**src/rtl/apb2axi_pkg.sv**
```systemverilog
// Shared AXI-side constants for the APB-to-AXI bridge.
package apb2axi_pkg;
  localparam int unsigned AXI_ID_W = 4;
endpackage

```
**src/rtl/apb2axi_wr_tag_ctrl.sv**
```systemverilog
// Write-tag controller: allocates AWIDs, tracks FREE->ALLOC->ISSUED->DONE per tag,
// accepts B responses and returns completions round-robin.
module apb2axi_wr_tag_ctrl
  import apb2axi_pkg::*;
#(
  parameter  int unsigned TAG_NUM = 4,
  localparam int unsigned TAG_W   = $clog2(TAG_NUM)
) (
  input  logic                aclk,
  input  logic                aresetn,
  input  logic                alloc_req,
  output logic                alloc_gnt,
  output logic [TAG_W-1:0]    alloc_tag,
  input  logic                issue_vld,
  input  logic [TAG_W-1:0]    issue_tag,
  input  logic                bvalid,
  output logic                bready,
  input  logic [AXI_ID_W-1:0] bid,
  input  logic [1:0]          bresp,
  output logic                cpl_vld,
  output logic [TAG_W-1:0]    cpl_tag,
  output logic [1:0]          cpl_resp,
  input  logic                cpl_rdy,
  output logic [TAG_NUM-1:0]  tag_busy,
  output logic                all_idle,
  output logic                err_pulse
);

  typedef enum logic [1:0] {
    TAG_FREE   = 2'b00,
    TAG_ALLOC  = 2'b01,
    TAG_ISSUED = 2'b10,
    TAG_DONE   = 2'b11
  } tag_state_e;

  tag_state_e       state_q [TAG_NUM];
  tag_state_e       state_d [TAG_NUM];
  logic [1:0]       resp_q  [TAG_NUM];
  logic [1:0]       resp_d  [TAG_NUM];
  logic [TAG_W-1:0] rr_ptr_q, rr_ptr_d;
  logic             cpl_vld_q, cpl_vld_d;
  logic [TAG_W-1:0] cpl_tag_q, cpl_tag_d;
  logic [1:0]       cpl_resp_q, cpl_resp_d;
  logic             err_q, err_d;
  logic             bready_q;

  logic             free_found;
  logic [TAG_W-1:0] free_idx;
  logic             pick_found;
  logic [TAG_W-1:0] pick_idx;
  logic [TAG_W-1:0] cand_idx;
  logic             b_hs;
  logic             cpl_hs;
  logic             bid_hi_ok;
  logic [TAG_W-1:0] b_tag;

  assign b_hs      = bvalid & bready_q;
  assign cpl_hs    = cpl_vld_q & cpl_rdy;
  assign b_tag     = bid[TAG_W-1:0];
  assign bid_hi_ok = ((bid >> TAG_W) == '0);

  // Lowest-index FREE tag; a tag freed this cycle is still DONE here, so no same-cycle reuse.
  always_comb begin
    free_found = 1'b0;
    free_idx   = '0;
    for (int i = int'(TAG_NUM) - 1; i >= 0; i--) begin
      if (state_q[i] == TAG_FREE) begin
        free_found = 1'b1;
        free_idx   = TAG_W'(i);
      end
    end
  end

  assign alloc_gnt = alloc_req & free_found;
  assign alloc_tag = free_idx;

  // Round-robin search from rr_ptr over DONE tags, skipping the one being handed off now.
  always_comb begin
    pick_found = 1'b0;
    pick_idx   = '0;
    cand_idx   = '0;
    for (int k = int'(TAG_NUM) - 1; k >= 0; k--) begin
      cand_idx = rr_ptr_q + TAG_W'(k);
      if (state_q[cand_idx] == TAG_DONE && !(cpl_hs && cand_idx == cpl_tag_q)) begin
        pick_found = 1'b1;
        pick_idx   = cand_idx;
      end
    end
  end

  always_comb begin
    state_d    = state_q;
    resp_d     = resp_q;
    rr_ptr_d   = rr_ptr_q;
    cpl_vld_d  = cpl_vld_q;
    cpl_tag_d  = cpl_tag_q;
    cpl_resp_d = cpl_resp_q;
    err_d      = 1'b0;

    if (alloc_gnt) begin
      state_d[free_idx] = TAG_ALLOC;
    end

    if (issue_vld) begin
      if (state_q[issue_tag] == TAG_ALLOC) begin
        state_d[issue_tag] = TAG_ISSUED;
      end else begin
        err_d = 1'b1;
      end
    end

    // Judged on the current state, so a B racing its own AW issue counts as unexpected.
    if (b_hs) begin
      if (bid_hi_ok && state_q[b_tag] == TAG_ISSUED) begin
        state_d[b_tag] = TAG_DONE;
        resp_d[b_tag]  = bresp;
      end else begin
        err_d = 1'b1;
      end
    end

    if (cpl_hs) begin
      state_d[cpl_tag_q] = TAG_FREE;
    end

    if (!cpl_vld_q || cpl_rdy) begin
      if (pick_found) begin
        cpl_vld_d  = 1'b1;
        cpl_tag_d  = pick_idx;
        cpl_resp_d = resp_q[pick_idx];
        rr_ptr_d   = pick_idx + TAG_W'(1);
      end else begin
        cpl_vld_d  = 1'b0;
      end
    end
  end

  always_ff @(posedge aclk or negedge aresetn) begin
    if (!aresetn) begin
      for (int i = 0; i < int'(TAG_NUM); i++) begin
        state_q[i] <= TAG_FREE;
        resp_q[i]  <= 2'b00;
      end
      rr_ptr_q   <= '0;
      cpl_vld_q  <= 1'b0;
      cpl_tag_q  <= '0;
      cpl_resp_q <= 2'b00;
      err_q      <= 1'b0;
      bready_q   <= 1'b0;
    end else begin
      state_q    <= state_d;
      resp_q     <= resp_d;
      rr_ptr_q   <= rr_ptr_d;
      cpl_vld_q  <= cpl_vld_d;
      cpl_tag_q  <= cpl_tag_d;
      cpl_resp_q <= cpl_resp_d;
      err_q      <= err_d;
      bready_q   <= 1'b1;
    end
  end

  always_comb begin
    tag_busy = '0;
    for (int i = 0; i < int'(TAG_NUM); i++) begin
      tag_busy[i] = (state_q[i] != TAG_FREE);
    end
  end

  assign all_idle  = ~(|tag_busy) & ~cpl_vld_q;
  assign bready    = bready_q;
  assign cpl_vld   = cpl_vld_q;
  assign cpl_tag   = cpl_tag_q;
  assign cpl_resp  = cpl_resp_q;
  assign err_pulse = err_q;

endmodule

```
**config.mk**
```make
export PLATFORM = sky130hd
export DESIGN_NAME = apb2axi_wr_tag_ctrl
export DESIGN_NICKNAME = d
export VERILOG_FILES = /design/src/rtl/apb2axi_pkg.sv /design/src/rtl/apb2axi_wr_tag_ctrl.sv
export SDC_FILE = /design/constraint.sdc
export NUM_CORES = 1
export LEC_CHECK = 0
export BUFFER_PORTS_ARGS = -buffer_cell sky130_fd_sc_hd__buf_2
export CELL_PAD_IN_SITES_DETAIL_PLACEMENT = 0
export CELL_PAD_IN_SITES_GLOBAL_PLACEMENT = 2
export CORE_MARGIN = 4
export CORE_UTILIZATION = 34
export DETAILED_ROUTE_END_ITERATION = 16
export GPL_ROUTABILITY_DRIVEN = 0
export PLACE_DENSITY = 0.87
export SYNTH_ARGS = -nofsm -noshare
export SYNTH_HDL_FRONTEND = slang
export SYNTH_SLANG_ARGS = --single-unit
```
**constraint.sdc**
```tcl
create_clock -name aclk -period 2.32 [get_ports aclk]
set_input_delay 0.232 -clock aclk [delete_from_list [all_inputs] [get_ports aclk]]
set_output_delay 0.232 -clock aclk [all_outputs]
set_load 0.01 [all_outputs]
```
Word-level counts from Yosys, hierarchy flattened
Cells that the tools add are included.
{"block": "word_totals", "ff_bits": 25, "latch_bits": 0, "ramBits": 0, "rom_bits": 0, "out_inout_bits": 15, "memories": 0}
{"block": "classes", "addsub": 4, "multipliers": 0, "n_div": 0, "magnitude_cmp": 13, "n_eq_ne": 10, "shift": 0, "n_mux": 57, "bitwise": 24, "reduce_logical": 31}
{"op": "$mux 2", "count": 26}
{"op": "$mux 8", "count": 6}
{"op": "$bmux 2 s2", "count": 7}
{"op": "$ge 3x3->1 const B", "count": 9}
{"op": "$not 2->3", "count": 9}
{"op": "$demux 2 s2", "count": 4}
{"op": "$logic_and 1x1->1", "count": 13}
{"op": "$mux 1", "count": 13}
{"op": "$lt 3x1->1 const B", "count": 4}
{"op": "$eq 2x2->1 const B", "count": 5}
{"op": "$and 4x4->4", "count": 2}
{"op": "$and 8x8->8", "count": 1}
{"op": "$bwmux 8", "count": 1}
{"op": "$eq 2x2->1", "count": 4}
{"op": "$logic_not 2->1", "count": 4}
{"op": "$not 4->4", "count": 2}
{"op": "$not 8->8", "count": 1}
{"op": "$or 4x4->4", "count": 2}
{"op": "$or 8x8->8", "count": 1}
{"op": "$reduce_bool 2->1", "count": 4}
{"op": "$logic_not 1->1", "count": 5}
{"op": "$add 2x1->2 const B", "count": 2}
{"op": "$add 2x2->2 const B", "count": 2}
{"op": "$and 1x1->1", "count": 4}
{"op": "other kinds (6)", "count": 8}

Logic depth before layout (Yosys ltp)
{"block": "logic_depth", "ltp_word": 21, "depth_mapped": 8, "mapped_depth_nobuf": 7}

Worst setup path after synthesis
No wires, ideal clock.
{"block": "synth_timing", "path_kind": "register to register", "start": "reg cpl_vld_q, in the netlist cpl_vld", "end": "reg rr_ptr_q[1]", "setup_time_ps": 125, "arrival_ps": 1962, "slack_ps": 233, "path_stages_with_launch": 8, "path_buffers": 1, "cell_sequence": "dfrtp_1 -> buf_2 -> and4b_1 -> o32a_1 -> nand2_1 -> and3b_1 -> a21oi_4 -> mux2_4"}
{"block": "synth_via", "elab_chain_len": 9}
{"element": "start: declaration", "line_no": "apb2axi_wr_tag_ctrl.sv:41", "text": "logic cpl_vld_q, cpl_vld_d;"}
{"element": "start signal: assignment", "line_no": "apb2axi_wr_tag_ctrl.sv:154", "text": "cpl_vld_q <= cpl_vld_d;"}
{"element": "$and 1x1->1", "line_no": "apb2axi_wr_tag_ctrl.sv:58", "text": "assign cpl_hs = cpl_vld_q & cpl_rdy;"}
{"element": "$logic_and 1x1->1", "line_no": "apb2axi_wr_tag_ctrl.sv:84", "text": "if (state_q[cand_idx] == TAG_DONE && !(cpl_hs && cand_idx == cpl_tag_q)) begin"}
{"element": "$logic_not 1->1", "line_no": "apb2axi_wr_tag_ctrl.sv:84"}
{"element": "$logic_and 1x1->1", "line_no": "apb2axi_wr_tag_ctrl.sv:84"}
{"element": "$mux 2 / $mux 1 (equally long branches) (4 in series)", "line_no": "apb2axi_wr_tag_ctrl.sv:84"}
{"element": "$add 2x1->2 / $reduce_and 2->1 (equally long branches)"}
{"element": "end signal: assignment", "line_no": "apb2axi_wr_tag_ctrl.sv:153", "text": "rr_ptr_q <= rr_ptr_d;"}
{"element": "end: declaration", "line_no": "apb2axi_wr_tag_ctrl.sv:40", "text": "logic [TAG_W-1:0] rr_ptr_q, rr_ptr_d;"}
Parallel ways exist; a longest one is shown, timed or not.
A chain may end at the register's enable or synchronous reset.

Final worst setup path
{"block": "layout_timing", "start": "reg cpl_tag_q[1], in the netlist cpl_tag[1]", "end": "reg rr_ptr_q[1]"}
{"block": "layout_via", "elab_chain_len": 9}
{"element": "start: declaration", "line_no": "apb2axi_wr_tag_ctrl.sv:42", "text": "logic [TAG_W-1:0] cpl_tag_q, cpl_tag_d;"}
{"element": "start signal: assignment", "line_no": "apb2axi_wr_tag_ctrl.sv:155", "text": "cpl_tag_q <= cpl_tag_d;"}
{"element": "$eq 2x2->1", "line_no": "apb2axi_wr_tag_ctrl.sv:84"}
{"element": "$logic_and 1x1->1", "line_no": "apb2axi_wr_tag_ctrl.sv:84"}
{"element": "$logic_not 1->1", "line_no": "apb2axi_wr_tag_ctrl.sv:84"}
{"element": "$logic_and 1x1->1", "line_no": "apb2axi_wr_tag_ctrl.sv:84"}
{"element": "$mux 2 / $mux 1 (equally long branches) (4 in series)", "line_no": "apb2axi_wr_tag_ctrl.sv:84"}
{"element": "$add 2x1->2 / $reduce_and 2->1 (equally long branches)"}
Parallel ways exist; a longest one is shown, timed or not.

==> results_dict.tcl <==
set metrics [dict create \
    ys_seq_area_share_pct 38.9 \
    fin_crit_ns 2.17 \
    clock_skew_ns 0.00145 \
    antenna_found_initial 0 \
    max_clock_freq_mhz 462 \
    synthMuxAreaShare_pct 11.5 \
    setup_violations 0 \
    status "complete, no violations" \
    slew_viol_final 0 \
    fp.dieH_microns 76.8 \
    synthAdderAreaFrac_pct 0 \
    cts_buffers 3 \
    placementRows 24 \
    avgSynthCellArea_sq_um 9.51 \
    p_leak_nw 0.853 \
    fin_tns_setup_ns 0 \
    grt_pass1_wl_microns 6910 \
    startpoint_type "flip-flop" \
    htree_num_levels 1 \
    io_buffers 28 \
    reg2reg_slack_ns 0.15 \
    synth.most_common_cell "dfrtp_1" \
    die_area_sq_um 5890 \
    fin_crit_sh_pct 93.4 \
    drc_errors 0 \
    slew_headroom_pct 61.8 \
    synthesis.area_sq_um 1610 \
    clkTransAtPathRegs_ns 0.09 \
    yosys.area_share.simple_pct 23.1 \
    synth_fp_nets 183 \
    fin_nets 217 \
    synth_cell_types 56 \
    hold_violations 0 \
    place_inst 249 \
    yosys_warnings 0 \
    critPathRequiredTime_ns 2.48 \
    dr.first_iter.drc_count 70 \
    ant_nets 0 \
    maxCapViolations 0 \
    io_pins 29 \
    cp_max_fo 7 \
    vias_per_cell 5.53 \
    whs_ns 0.217 \
    ir_drop_uv 650 \
    insertion_delay_ns 0.27 \
    synthTopCellsByArea "dfrtp_1 (39%), mux2i_1 (5.0%), mux2_1 (4.2%)" \
    grt_max_degree 26 \
    synth_top_area_share_pct 38.9 \
    die_w_microns 76.8 \
    dpl.hpwl_microns 3190 \
    synthXorXnorAreaFrac_pct 1.56 \
    async_reset_ff_share_pct 100 \
    synthCells 169 \
    grt_pass1_vias 1340 \
    wirelength_microns 4090 \
    root_buffer "clkbuf_8" \
    core-area_sq_um 4470 \
    synth_edf_count 0 \
    ys.flop_type "dfrtp_1" \
    clockBufferDepth 2 \
    critPathKind "flip-flop to flip-flop" \
    final_util_pct 42.4 \
    synth_seq_cells 25 \
    rsz0062_at_grt "false" \
    vias 1405 \
    area_growth_syn_to_layout_pct 18.0 \
    synthTopCellsByCount "dfrtp_1 (25), nor2_1 (16), inv_1 (11), nand2_1 (9)" \
    drt_pass1_iterations 4 \
    cts_tree "built" \
    cts_sinks 25 \
    grt_remaining_overflow 0 \
    cellPowerDensity_nw_per_um2 1390 \
    routedWlPerCell_microns 16.1 \
    stdcell_count 254 \
    grt_usage_pct 14.4 \
    hp-class "primary input to flip-flop" \
    final_layout_size_suffix_gt1_share_pct 26.2 \
    synth_compound_area_share_pct 20.2 \
    synth_top_family_by_area "simple AND/OR/NAND/NOR gates" \
    arrival_ns 2.33 \
    cp-end-kind "flip-flop" \
    tightest_slew_ns 0.573 \
    yosys.area.top_type "dfrtp_1" \
    start_util_pct 35.9 \
    fillers 440 \
    num_antenna_cells 0 \
]
cell type report:
cell class	instances	area, sq um	area share, %
tap	52	65.1	3.43
timing repair buffer	36	203	10.7
sequential	25	629	33.2
multi-input combinational	126	910	48.0
clock buffer	3	41.3	2.18
clock inverter	1	7.51	0.396
inverter	11	41.3	2.18
registers in the layout, summed over array words and instances (netlist names):
signal,count
bready,1
cpl_resp,2
cpl_tag,2
cpl_vld,1
err_pulse,1
resp_q,8
rr_ptr_q,2
state_q,8
worst paths after layout:
path                            cells past startpoint       start          end
worst max-delay path                                7  cpl_tag[1]  rr_ptr_q[1]
worst min-delay path                                2    bresp[1]    resp_q[1]
worst max register to register                      7  cpl_tag[1]  rr_ptr_q[1]
worst min register to register                      1   resp_q[0]    resp_q[0]
max in group asynchronous                           2     aresetn  rr_ptr_q[0]
min in group asynchronous                           2     aresetn   cpl_tag[1]
per-layer routing:
metal | track usage (%) | routed length (microns) | vias to the layer above
met2 | 22.6 | 1920 | 40
met1 | 19.5 | 1960 | 660
met5 | 0 | 0 | -
met4 | 5.07 | 28 | 0
li1 | - | - | 701
met3 | 2.93 | 183 | 4
per-stage QoR:
stage | worst slack (ns) | total power, mW | area (sq um)
after floorplan | 0.233 | 1.93 | 1610
after global placement | 0.117 | 2.34 | 1830
after detailed placement | 0.0816 | 2.38 | 1830
after CTS | 0.0685 | 2.66 | 1890
after global routing | 0.00607 | 2.88 | 1900
final | 0.153 | 2.65 | 1900
worst max-delay path, cell delays in order, from the launching register on:
cell and delay (ns):
dfrtp_1 0.47, and4b_1 0.41, o32a_1 0.22, nand2_1 0.07, o22a_1 0.20, o211a_1 0.24, xor2_1 0.17, mux2_4 0.27
cells by family (layout without fill, tap and decap cells):
logic type	Yosys count	in the layout
AND/OR/NAND/NOR	65	65
AO/OA/AOI/OAI	41	41
flip-flops	25	25
buffers and inverters	18	51
multiplexers	17	17
XOR/XNOR	2	2
other	1	1
placed cells by master, fill, tap and decap left out, types with 2 or more instances in the layout:
| master | count |
|---|---|
| buf_2 | 28 |
| dfrtp_1 | 22 |
| nor2_1 | 16 |
| inv_1 | 11 |
| nand2_1 | 9 |
| o21ai_0 | 8 |
| mux2i_1 | 8 |
| a21oi_1 | 7 |
| nand3_1 | 7 |
| buf_4 | 7 |
| mux2_1 | 6 |
| nand4_1 | 5 |
| nand2b_1 | 4 |
| nor3b_1 | 3 |
| o32a_1 | 3 |
| clkbuf_8 | 3 |
| dfrtp_2 | 3 |
| nor2b_1 | 2 |
| nand3b_1 | 2 |
| a31oi_1 | 2 |
| and4b_1 | 2 |
| nor3_1 | 2 |
| or3_1 | 2 |
| nand4b_1 | 2 |
| o221ai_1 | 2 |
| mux2_2 | 2 |
power breakdown:
group          internal [mW]  total (mW)  switching [mW]
Sequential             0.599       0.822           0.223
Combinational          0.718        1.56           0.838
Clock                  0.122       0.268           0.146
what timing repair did:
item | in CTS | in global routing
hold buffers | 1 | 0
hold endpoints to repair | 25 | 0
buffers inserted | 0 | 0
gates resized for setup | 0 | 3
endpoints found under the setup margin | 0 | 3
Note: power is estimated with default switching activity, not from simulation.
